**config.mk**
```make
export PLATFORM = sky130hd
export DESIGN_NAME = cap_sense_scanner
export DESIGN_NICKNAME = d
export VERILOG_FILES = /design/src/rtl/cap_sense_pkg.sv /design/src/rtl/cap_sense_channel.sv /design/src/rtl/cap_sense_scanner.sv
export SDC_FILE = /design/constraint.sdc
export NUM_CORES = 1
export LEC_CHECK = 0
export CELL_PAD_IN_SITES_DETAIL_PLACEMENT = 0
export CELL_PAD_IN_SITES_GLOBAL_PLACEMENT = 1
export CORE_UTILIZATION = 25
export CTS_CLUSTER_SIZE = 10
export DETAILED_ROUTE_END_ITERATION = 16
export MAX_ROUTING_LAYER = met4
export PLACE_DENSITY_LB_ADDON = 0.1
export SETUP_SLACK_MARGIN = 0.05
export SLEW_MARGIN = 10
export SYNTH_ARGS = -nofsm -noshare
export SYNTH_HDL_FRONTEND = slang
export SYNTH_SLANG_ARGS = --single-unit
```
**constraint.sdc**
```tcl
create_clock -name clock -period 4.4 [get_ports clock]
set_input_delay 0.88 -clock clock [delete_from_list [all_inputs] [get_ports clock]]
set_output_delay 0.88 -clock clock [all_outputs]
set_load 0.005 [all_outputs]
```
**src/rtl/cap_sense_pkg.sv**
```systemverilog
// cap_sense_scanner shared types and defaults: scan FSM states and the
// default pad count, reading width and packing stride.
package cap_sense_pkg;

   localparam int DEF_NUM_PADS  = 9;
   localparam int DEF_READING_W = 32;
   localparam int PAD_STRIDE    = 32;

   typedef enum logic [1:0] {
      IDLE,
      DISCHARGE,
      CHARGE,
      PUBLISH
   } state_t;

   function automatic int pad_lsb(input int k);
      return k * PAD_STRIDE;
   endfunction

endpackage

```
**src/rtl/cap_sense_channel.sv**
```systemverilog
// One touch-pad channel: synchroniser, done flag, latched charge time.
// CAP_SENSE_FILTER_EN adds an IIR filter register on the published value.
module cap_sense_channel
   import cap_sense_pkg::*;
#(
   parameter int READING_W    = DEF_READING_W,
   parameter int CNT_W        = 16,
   parameter int FILTER_SHIFT = 3
) (
   input  logic                 clock,
   input  logic                 reset,
   input  logic                 sense,
   input  logic                 charging,
   input  logic                 timeout,
   input  logic                 publish,
   input  logic [CNT_W-1:0]     count,
   output logic                 finished,
   output logic [READING_W-1:0] value
);

   logic [1:0]       sync;
   logic             done;
   logic [CNT_W-1:0] latch;
   logic             hit;
   logic [READING_W-1:0] sample;

   // at timeout count already equals the timeout value, so it fills in
   assign hit      = charging && !done && (sync[1] || timeout);
   assign finished = done || sync[1];
   assign sample   = READING_W'(latch);

   always_ff @(posedge clock or negedge reset) begin
      if (!reset) begin
         sync  <= '0;
         done  <= 1'b0;
         latch <= '0;
      end else begin
         sync <= {sync[0], sense};
         if (publish) begin
            done <= 1'b0;
         end else if (hit) begin
            done  <= 1'b1;
            latch <= count;
         end
      end
   end

`ifdef CAP_SENSE_FILTER_EN
   logic                        primed;
   logic [READING_W-1:0]        filt;
   logic signed [READING_W:0]   diff;
   logic signed [READING_W:0]   step;
   logic signed [READING_W:0]   nxt;

   always_comb begin
      diff  = signed'({1'b0, sample}) - signed'({1'b0, filt});
      step  = diff >>> FILTER_SHIFT;
      nxt   = signed'({1'b0, filt}) + step;
      value = primed ? nxt[READING_W-1:0] : sample;
   end

   always_ff @(posedge clock or negedge reset) begin
      if (!reset) begin
         primed <= 1'b0;
         filt   <= '0;
      end else if (publish) begin
         primed <= 1'b1;
         filt   <= value;
      end
   end
`else
   assign value = sample;
`endif

endmodule

```
**src/rtl/cap_sense_scanner.sv**
```systemverilog
// Capacitive pad scanner: discharge/charge FSM with per-pad timing.
// Define CAP_SENSE_FILTER_EN to publish IIR-filtered readings.
module cap_sense_scanner
   import cap_sense_pkg::*;
#(
   parameter int NUM_PADS         = DEF_NUM_PADS,
   parameter int READING_W        = DEF_READING_W,
   parameter int DISCHARGE_CYCLES = 2000,
   parameter int TIMEOUT_CYCLES   = 65535,
   parameter int FILTER_SHIFT     = 3
) (
   input  logic                          clock,
   input  logic                          reset,
   input  logic                          enable,
   input  logic [NUM_PADS-1:0]           sense_in,
   output logic                          drive_out,
   output logic [NUM_PADS*READING_W-1:0] readings,
   output logic                          readings_valid
);

   localparam int DW = $clog2(DISCHARGE_CYCLES + 1);
   localparam int CW = $clog2(TIMEOUT_CYCLES + 1);

   state_t            state;
   state_t            next;
   logic [DW-1:0]     dcnt;
   logic [CW-1:0]     ccnt;
   logic              charging;
   logic              publish;
   logic              timeout;
   logic [NUM_PADS-1:0] finished;
   logic [READING_W-1:0] value [NUM_PADS];

   always_ff @(posedge clock or negedge reset) begin
      if (!reset) state <= IDLE;
      else        state <= next;
   end

   always_comb begin
      next = state;
      unique case (state)
         IDLE:
            if (enable) next = DISCHARGE;
         DISCHARGE:
            if (dcnt == DW'(DISCHARGE_CYCLES - 1))
               next = CHARGE;
         CHARGE:
            if ((&finished) || timeout) next = PUBLISH;
         PUBLISH:
            next = enable ? DISCHARGE : IDLE;
         default:
            next = IDLE;
      endcase
   end

   always_comb begin
      charging  = (state == CHARGE);
      publish   = (state == PUBLISH);
      drive_out = charging;
      timeout   = charging && (ccnt == CW'(TIMEOUT_CYCLES));
   end

   // charge counter saturates at the timeout value
   always_ff @(posedge clock or negedge reset) begin
      if (!reset) begin
         dcnt <= '0;
         ccnt <= '0;
      end else begin
         dcnt <= (state == DISCHARGE) ? dcnt + DW'(1) : '0;
         if (!charging)    ccnt <= '0;
         else if (!timeout) ccnt <= ccnt + CW'(1);
      end
   end

   for (genvar k = 0; k < NUM_PADS; k++) begin : g_ch
      cap_sense_channel #(
         .READING_W    (READING_W),
         .CNT_W        (CW),
         .FILTER_SHIFT (FILTER_SHIFT)
      ) u_ch (
         .clock    (clock),
         .reset    (reset),
         .sense    (sense_in[k]),
         .charging (charging),
         .timeout  (timeout),
         .publish  (publish),
         .count    (ccnt),
         .finished (finished[k]),
         .value    (value[k])
      );
   end

   // all pads load together so a scan is never seen half-updated
   always_ff @(posedge clock or negedge reset) begin
      if (!reset) begin
         readings       <= '0;
         readings_valid <= 1'b0;
      end else begin
         readings_valid <= publish;
         if (publish) begin
            for (int k = 0; k < NUM_PADS; k++)
               readings[pad_lsb(k) +: READING_W] <= value[k];
         end
      end
   end

endmodule

```
==> metrics.yaml, run 1 <==
global_routing:
  grt_pass1_wl_mm: 54.6
  grt_max_degree: 156
  first_global_vias: 8010
  grt_overflow: 0
  grt.total_usage: 0.127
  antenna_found_initial: 0
final_layout:
  diodes: 0
  final_cell_mix: "345 x dfrtp_1, 224 x mux2_2, 156 x clkdlybuf4s50_1, 144 x conb_1, 56 x mux2_4"
  final_common_cell: "dfrtp_1"
  finish.net_count: 1175
  nFillCells: 5735
  drive_above_1_share: 0.300
  final_util: 0.310
  area_delta_synth_final_pct: 21.7
clocking:
  clk-insertion-delay-late_ns: 0.57
  cts_inserted_buffers: 43
  cts_hold_buf: 0
  post_cts_buffers: 0
  path_clk_slew_ns: 0.06
  cts_max_path_buffers: 3
  cts_root_buf: "clkbuf_16"
  ctsHtreeMaxLevel: 2
  cts_tree: "yes"
  ctsResizeCount: 0
  clock_sinks: 345
sta:
  hold_violations: 0
  worst_pin_slew_ns: 0.985
  timing.setup.tns_ns: 0
  setup_violations: 0
  skew_ns: 0.0208
  slew_viol_final: 0
  timing.fmax_mhz: 348
  period_share: 0.652
  grt_setup_unrepaired: "false"
  fin_crit_ns: 2.87
  max_slew_margin: 0.343
  fin_ws_ns: 1.53
route:
  totalWireLength_mm: 35.9
  drc: 0
  drt-wirelength-per-cell_um: 18.5
  drtPass1Iterations: 4
  ant_nets: 0
  drt-initial-drc-count: 246
  viasPerCell: 3.92
  route.vias.total: 7602
worst_setup_path:
  crit_chain: "ha_1, and3_1, and4_4, o21ai_2, mux2_2"
  cpMaxStageDelayCell: "o21ai_2"
  reg2reg_depth: 5
  crit_path_max_fanout: 20
  required_ns: 4.83
  worstPathArrival_ns: 3.31
  max_stage_delay_ns: 0.81
  path_class: "register to register"
  crit_path_end_kind: "register"
  start_kind: "register"
logic_synthesis:
  avgSynthCellArea_um2: 14.6
  yosysTopAreaCell: "dfrtp_1"
  yosys-top-cells-area: "dfrtp_1 60%, mux2_2 17%, buf_4 7.5%"
  yosysUniqueCellTypes: 42
  synth_edf_count: 0
  synth.ff_latch_count: 345
  netlist_instances: 995
  yosysTopAreaCellShare: 0.596
  ys_seq_area_frac: 0.596
  async_flop_share: 1.00
  synthesis.area_um2: 14500
  synth_ff_type: "dfrtp_1"
  yosys_warnings: 0
placement:
  post-place-ws_ns: 1.49
  portBuffers: 157
  place_hpwl_mm: 22.6
  gp_congestion: 0.668
die:
  die_w_um: 243
  core-area_um2: 56800
  dieArea_um2: 58900
  start_util: 0.255
  boundaryPins: 302
  rows: 87
  die_height_um: 243
power_and_ir_drop:
  powerDensity_nw_per_um2: 481
  power.leakage_nw: 8.58
  total_power_mw: 8.48
  irDropWorstVdd_mv: 0.325
worst_hold_path:
  hold_path_class: "primary input to async pin"
status:
  outcome: "finished clean"
flow_run:
  drv_cap: 0
## flip-flops by register name (all words and copies together) (netlist names)
signal           count
ccnt                16
dcnt                11
g_ch.u_ch.done       9
g_ch.u_ch.latch    144
g_ch.u_ch.sync      18
readings           144
readings_valid       1
state                2
## final timing paths
| kind | from | end | slack, ns |
|---|---|---|---|
| hold / removal | reset | readings[135] | 0.34 |
| setup / recovery | ccnt[0] | g_ch[1].u_ch.latch[8] | 1.53 |
| setup reg to reg | ccnt[0] | g_ch[1].u_ch.latch[8] | 1.53 |
| hold reg to reg | g_ch[7].u_ch.sync[0] | g_ch[7].u_ch.sync[1] | 0.35 |
| max in group asynchronous | reset | g_ch[8].u_ch.latch[12] | 2.91 |
| min in group clock | g_ch[7].u_ch.sync[0] | g_ch[7].u_ch.sync[1] | 0.35 |
## cells by family (layout without fill, tap and decap cells)
logic type,after synthesis,in the layout,share of synthesized area
flops,345,345,0.596
mux,281,281,0.233
buf+inv,205,249,0.0971
simple gates,90,90,0.0314
compound gates,46,46,0.0244
xor+xnor,20,20,0.0121
fa+ha+maj,7,7,0.00605
other cells,1,144,0.000259
## cells in the mapped netlist (2+ instances only)
cell,count
dfrtp_1,345
mux2_2,224
buf_4,145
mux2_4,56
nor2_1,29
clkbuf_1,28
o21ai_0,23
nand2_1,16
inv_1,14
xnor2_1,13
and2_1,10
buf_6,9
o21ai_4,8
buf_2,7
ha_1,7
nand3_1,7
nor3_1,7
xor2_1,7
a31oi_1,4
and3_1,4
nand4_1,4
o22ai_1,4
and4_1,3
nand2b_1,2
or3_1,2
## metrics by stage
stage,hold slack [ns],instances,area [um2]
final,0.339,1938,17600
after global routing,0.353,1938,17600
after CTS,0.348,1938,17600
after detailed placement,0.335,1867,16300
after global placement,0.338,1867,16300
after floorplan,0.331,1138,15000
## critical path, delay by kind of cell, from the launching register on
| kind | cells | cell delay, ns |
|---|---|---|
| fa+ha+maj | 1 | 0.38 |
| compound gates | 1 | 0.81 |
| simple gates | 2 | 0.50 |
| flops | 1 | 0.64 |
| mux | 1 | 0.41 |
## area by class of cell
class / count / area (um2) / area share
timing repair buffer: 164 / 1680 / 0.0953
sequential: 345 / 8630 / 0.490
inverter: 14 / 52.6 / 0.00298
multi-input combinational: 588 / 5000 / 0.284
clock inverter: 3 / 55.1 / 0.00312
tap: 756 / 946 / 0.0537
clock buffer: 68 / 1260 / 0.0716
## layer usage
metal  GRT usage  up-vias  share of wire
li1            -     3437              -
met1       0.168     3944           0.46
met2       0.199      161           0.48
met3      0.0201       60          0.030
met4      0.0413        0          0.022
met5           -        -              0
## power by group
part | internal (mW) | switching, mW | leakage [nW]
combinational | 0.702 | 0.823 | 3.20
clock | 2.01 | 1.36 | 0.638
sequential | 3.40 | 0.186 | 4.74
(Power assumes the default switching activity.)
==> run 2: changes to the inputs <==
==> constraint.sdc (replaced) <==
create_clock -name clock -period 2.8 [get_ports clock]
set_input_delay 0.56 -clock clock [delete_from_list [all_inputs] [get_ports clock]]
set_output_delay 0.56 -clock clock [all_outputs]
set_load 0.005 [all_outputs]
==> metrics.yaml, run 2 (synthesis gave the netlist of run 1 again) <==
status:
  outcome: "finished clean"  # unchanged
clocking:
  clock_sinks: 345  # unchanged
  cts_max_path_buffers: 3  # unchanged
  cts_root_buf: "clkbuf_16"  # unchanged
  ctsResizeCount: 0  # unchanged
  ctsHtreeMaxLevel: 2  # unchanged
  post_cts_buffers: 0  # unchanged
  path_clk_slew_ns: 0.06  # about the same
  cts_tree: "yes"  # unchanged
  cts_inserted_buffers: 44  # was 43
  cts_hold_buf: 1  # was 0
  clk-insertion-delay-late_ns: 0.56  # was 0.57 ns
die:
  start_util: 0.255  # unchanged
  rows: 87  # unchanged
  die_w_um: 243  # unchanged
  dieArea_um2: 58900  # unchanged
  die_height_um: 243  # unchanged
  boundaryPins: 302  # unchanged
  core-area_um2: 56800  # unchanged
final_layout:
  stdcell_count: 1969  # was 1938
  diodes: 0  # unchanged
  area_delta_synth_final_pct: 23.9  # was 21.7%
  final_util: 0.316  # was 0.310
  drive_above_1_share: 0.320  # was 0.300
  final_cell_mix: "345 x dfrtp_1, 224 x mux2_2, 156 x clkdlybuf4s50_1, 144 x conb_1, 56 x mux2_4"  # unchanged
  finish.net_count: 1206  # was 1175
  final_common_cell: "dfrtp_1"  # unchanged
  top_regs: "g_ch.u_ch.latch x144, readings x144, g_ch.u_ch.sync x18"  # unchanged
flow_run:
  drv_cap: 0  # unchanged
power_and_ir_drop:
  p_seq_frac: 0.412  # was 0.423
  comb_power_share: 0.187  # was 0.180
  p_clk_frac: 0.401  # was 0.397
  irDropWorstVdd_mv: 0.510  # was 0.325 mV
  p_sw_frac: 0.275  # was 0.279
  intPower_mw: 9.81  # was 6.11 mW
  powerDensity_nw_per_um2: 754  # was 481 nW/um2
  switching_power_mw: 3.71  # was 2.37 mW
  power.leakage_nw: 8.78  # was 8.58 nW
  total_power_mw: 13.5  # was 8.48 mW
global_routing:
  use_met1: 0.161  # was 0.168
  grt.total_usage: 0.123  # was 0.127
  grt_overflow: 0  # unchanged
  grt_max_degree: 97  # was 156
  use_met2: 0.190  # was 0.199
  first_global_vias: 8026  # was 8010
  top_usage_layer: "met2"  # unchanged
  antenna_found_initial: 0  # unchanged
  use_met3: 0.0243  # was 0.0201
  grt_pass1_wl_mm: 53.3  # was 54.6 mm
placement:
  dp.cells: 1896  # was 1867
  gp_congestion: 0.677  # was 0.668
  portBuffers: 157  # unchanged
  place_hpwl_mm: 22.2  # was 22.6 mm
sta:
  hold_slack_ns: 0.339  # about the same
  timing.setup.tns_ns: 0  # unchanged
  worst_pin_slew_ns: 0.836  # was 0.985 ns
  slew_viol_final: 0  # unchanged
  setup_violations: 0  # unchanged
  period_share: 0.900
  max_slew_margin: 0.442  # was 0.343
  hold_violations: 0  # unchanged
  timing.fmax_mhz: 397
  grt_setup_unrepaired: "false"  # unchanged
  skew_ns: 0.0176  # was 0.0208 ns
  fin_crit_ns: 2.52
worst_setup_path:
  worstPathArrival_ns: 1.96  # was 3.31 ns
  max_stage_delay_ns: 0.57  # was 0.81 ns
  worst_r2r_startpoint: "state[0]"  # was ccnt[0]
  cpMaxStageDelayCell: "clkdlybuf4s50_1"  # was o21ai_2
  crit_chain: "inv_1, ha_1, clkdlybuf4s50_1"  # was ha_1, and3_1, and4_4, o21ai_2, mux2_2
  critical_path_buf_inv_count: 2  # was 0
  start_kind: "register"  # unchanged
  path_class: "register to output port"  # was register to register
  r2r_end: "g_ch[7].u_ch.latch[4]"  # was g_ch[1].u_ch.latch[8]
  reg2reg_depth: 7  # was 5
  r2r_slack_ns: 0.58  # was 1.53 ns
  critPathTopFamily: "buffers and inverters"  # was compound AO/OA/AOI/OAI gates
  cp_num_cells: 3  # was 5
  crit_path_end_kind: "output port"  # was register
  required_ns: 2.24  # was 4.83 ns
  crit_path_max_fanout: 5  # was 20
route:
  totalWireLength_mm: 35.0  # was 35.9 mm
  route.vias.total: 7672  # was 7602
  ant_nets: 0  # unchanged
  drc: 0  # unchanged
  drt-wirelength-per-cell_um: 17.8  # was 18.5 um
  drtPass1Iterations: 4  # unchanged
  viasPerCell: 3.90  # was 3.92
  drt-initial-drc-count: 290  # was 246
worst_hold_path:
  min_path_cells: 0
  hold_path_class: "register to register"  # was primary input to async pin
  hp-start: "g_ch[4].u_ch.sync[0]"
  min_to: "g_ch[4].u_ch.sync[1]"
run 2: changes by cell type in the layout (fill, tap and decap cells not counted), sizes merged:
cell,before,now
dlygate4sd3,0,1
buf,8,37
clkinv,1,2
run 2: how the worst max path moves through the flow:
stage | start | slack, ns | end
floorplan | ccnt[0] | 0.83 | g_ch[0].u_ch.latch[10]
global placement | ccnt[0] | 0.58 | g_ch[4].u_ch.latch[11]
detailed placement | state[0] | 0.57 | g_ch[7].u_ch.latch[4]
CTS | state[0] | 0.20 | drive_out
global route | state[0] | 0.16 | drive_out
finish | state[0] | 0.28 | drive_out
run 2: worst register-to-register path, stage by stage (launching register included):
cell and delay, ns:
dfrtp_1 0.43, inv_1 0.13, ha_1 0.26, nand2b_1 0.35
nor2_1 0.14, o21ai_4 0.07, buf_4 0.34, mux2_2 0.38
run 2: through the flow:
step	instance area (um2)	setup slack (ns)
5_1_grt	17900	0.163
2_1_floorplan	15000	0.827
3_3_place_gp	16600	0.579
6_report	17900	0.279
3_5_place_dp	16600	0.573
4_1_cts	17900	0.200
run 2: cell type report:
cell class | count | area [um2]
well taps | 756 | 946
clock buffers | 68 | 1310
multi-input cells | 588 | 5000
inverters | 14 | 52.6
repair buffers | 194 | 1940
clock inverters | 4 | 60.1
flip-flops and latches | 345 | 8630
fillers | 5713 | 38900
run 2: power by group through the flow:
| stage | Combinational, mW | Clock (mW) | Sequential (mW) |
|---|---|---|---|
| detailed placement | 2.62 | 0 | 5.66 |
| floorplan | 1.81 | 0 | 5.59 |
| finish | 2.54 | 5.42 | 5.57 |
| global placement | 2.62 | 0 | 5.66 |
| CTS | 2.64 | 5.67 | 5.58 |
| global route | 2.79 | 5.85 | 5.62 |
run 2: routing by layer:
metal | share of wire | vias up
li1 | - | 3502
met1 | 0.46 | 3940
met2 | 0.47 | 174
met3 | 0.042 | 56
met4 | 0.023 | 0
met5 | 0 | -
==> run 3: changes to the inputs <==
--- a/config.mk
+++ b/config.mk
@@ -7,7 +7,7 @@
 export LEC_CHECK = 0
 export CELL_PAD_IN_SITES_DETAIL_PLACEMENT = 0
 export CELL_PAD_IN_SITES_GLOBAL_PLACEMENT = 1
-export CORE_UTILIZATION = 25
+export CORE_UTILIZATION = 38
 export CTS_CLUSTER_SIZE = 10
 export DETAILED_ROUTE_END_ITERATION = 16
 export MAX_ROUTING_LAYER = met4
==> metrics.yaml, run 3 (synthesis gave the netlist of run 1 again) <==
status:
  outcome: "finished clean"  # unchanged
worst_setup_path:
  r2r_slack_ns: 0.48  # was 0.58 ns
  crit_path_max_fanout: 5  # unchanged
  reg2reg_depth: 5  # was 7
  worst_r2r_startpoint: "ccnt[0]"  # was state[0]
  start_kind: "register"  # unchanged
  max_stage_delay_ns: 0.53  # was 0.57 ns
  critical_path_buf_inv_count: 2  # unchanged
  worstPathArrival_ns: 1.90  # was 1.96 ns
  cpMaxStageDelayCell: "clkdlybuf4s50_1"  # unchanged
  critPathTopFamily: "buffers and inverters"  # unchanged
  required_ns: 2.24  # about the same
  r2r_end: "g_ch[4].u_ch.latch[3]"  # was g_ch[7].u_ch.latch[4]
  crit_path_end_kind: "output port"  # unchanged
  path_class: "register to output port"  # unchanged
  crit_chain: "inv_1, ha_1, clkdlybuf4s50_1"  # unchanged
global_routing:
  first_global_vias: 7727  # was 8026
  use_met3: 0.0427  # was 0.0243
  use_met1: 0.224  # was 0.161
  use_met2: 0.242  # was 0.190
  grt_max_degree: 107  # was 97
  grt.total_usage: 0.164  # was 0.123
  top_usage_layer: "met2"  # unchanged
  grt_pass1_wl_mm: 47.2  # was 53.3 mm
  grt_overflow: 0  # unchanged
  antenna_found_initial: 2  # was 0
flow_run:
  drv_cap: 0  # unchanged
final_layout:
  finish.net_count: 1194  # was 1206
  final_common_cell: "dfrtp_1"  # unchanged
  final_cell_mix: "345 x dfrtp_1, 224 x mux2_2, 156 x clkdlybuf4s50_1, 144 x conb_1, 56 x mux2_4"  # unchanged
  seqCellArea_um2: 8630  # unchanged
  final_util: 0.461  # was 0.316
  top_regs: "g_ch.u_ch.latch x144, readings x144, g_ch.u_ch.sync x18"  # unchanged
  drive_above_1_share: 0.310  # was 0.320
  stdcell_count: 1699  # was 1969
  multi_input_area_um2: 5000  # unchanged
  area_delta_synth_final_pct: 19.5  # was 23.9%
  nFillCells: 3400  # was 5713
route:
  drc: 0  # unchanged
  totalWireLength_mm: 30.0  # was 35.0 mm
  drt-wirelength-per-cell_um: 17.7  # was 17.8 um
  route.vias.total: 7547  # was 7672
  drtPass1Iterations: 6  # was 4
  drt-initial-drc-count: 267  # was 290
  viasPerCell: 4.44  # was 3.90
  ant_nets: 0  # unchanged
clocking:
  path_clk_slew_ns: 0.05  # was 0.06 ns
  cts_max_path_buffers: 3  # unchanged
  clk-insertion-delay-late_ns: 0.53  # was 0.56 ns
  ctsHtreeMaxLevel: 2  # unchanged
  ctsResizeCount: 0  # unchanged
  post_cts_buffers: 0  # unchanged
  cts_root_buf: "clkbuf_16"  # unchanged
  cts_tree: "yes"  # unchanged
  cts_inserted_buffers: 41  # was 44
  clock_sinks: 345  # unchanged
die:
  dieArea_um2: 38900  # was 58900 um2
  start_util: 0.386  # was 0.255
  boundaryPins: 302  # unchanged
  core-area_um2: 37600  # was 56800 um2
  rows: 71  # was 87
  die_w_um: 197  # was 243 um
  die_height_um: 197  # was 243 um
placement:
  place_hpwl_mm: 18.6  # was 22.2 mm
  gp_congestion: 0.707  # was 0.677
  portBuffers: 157  # unchanged
  dp.cells: 1642  # was 1896
power_and_ir_drop:
  total_power_mw: 12.7  # was 13.5 mW
  power.leakage_nw: 8.61  # was 8.78 nW
  irDropWorstVdd_mv: 0.711  # was 0.510 mV
  powerDensity_nw_per_um2: 732  # was 754 nW/um2
sta:
  hold_violations: 0  # unchanged
  grt_setup_unrepaired: "false"  # unchanged
  timing.setup.tns_ns: 0  # unchanged
  slew_viol_final: 0  # unchanged
  skew_ns: 0.0165  # was 0.0176 ns
  period_share: 0.879  # was 0.900
  max_slew_margin: 0.458  # was 0.442
  hold_slack_ns: 0.342  # was 0.339 ns
  timing.fmax_mhz: 406  # was 397 MHz
  fin_crit_ns: 2.46  # was 2.52 ns
  setup_violations: 0  # unchanged
  worst_pin_slew_ns: 0.810  # was 0.836 ns
worst_hold_path:
  hp-start: "g_ch[8].u_ch.sync[0]"  # was g_ch[4].u_ch.sync[0]
  hold_path_class: "register to register"  # unchanged
  min_path_cells: 0  # unchanged
  min_to: "g_ch[8].u_ch.sync[1]"  # was g_ch[4].u_ch.sync[1]
run 3: changes by cell type in the layout (fill, tap and decap cells not counted), sizes merged:
| cell | previous run | this run |
|---|---|---|
| buf | 37 | 28 |
| diode | 0 | 2 |
| bufinv | 1 | 0 |
| clkbuf | 68 | 51 |
run 3: layout make-up:
class                   instances  share of cell area
well taps                     511              0.0369
inverters                      14             0.00304
multi-input cells             588               0.289
diodes                          2            0.000289
flip-flops and latches        345               0.499
clock buffers                  51              0.0645
clock inverters                 3             0.00108
repair buffers                185               0.107
run 3: per-layer routing:
| metal | vias to the layer above | wire, um |
|---|---|---|
| met5 | - | 0 |
| met4 | 0 | 478 |
| met3 | 38 | 1910 |
| met2 | 215 | 13500 |
| met1 | 3817 | 14200 |
| li1 | 3477 | - |
run 3: stage by stage:
step	setup WS [ns]	instance area, um2
after floorplan	0.827	15000
after global placement	0.513	16200
after detailed placement	0.466	16200
after CTS	0.278	17300
after global routing	0.221	17300
final	0.340	17300
run 3: worst register-to-register path, delay by kind of cell, from the launching register on:
kind                     cells  cell delay (ns)
AO/OA/AOI/OAI                1             0.69
adder cells (fa/ha/maj)      1             0.23
flip-flops                   1             0.38
multiplexers                 1             0.42
AND/OR/NAND/NOR              2             0.49
run 3: timing repair:
item	in CTS	in global routing
endpoints found under the setup margin	0	0
endpoints found under the hold margin	40	0
hold buffers	1	0
run 3: where the power goes:
part	switching [mW]	total [mW]	internal (mW)
Combinational	1.31	2.45	1.13
Clock	1.90	4.66	2.76
Sequential	0.219	5.56	5.34
run 3: how the worst max path moves through the flow:
stage | start | to | cells past startpoint
after CTS | state[0] | drive_out | 3
after global placement | ccnt[0] | g_ch[4].u_ch.latch[1] | 5
final | state[0] | drive_out | 3
after floorplan | ccnt[0] | g_ch[0].u_ch.latch[10] | 7
after detailed placement | ccnt[0] | g_ch[7].u_ch.latch[7] | 5
after global routing | state[0] | drive_out | 3
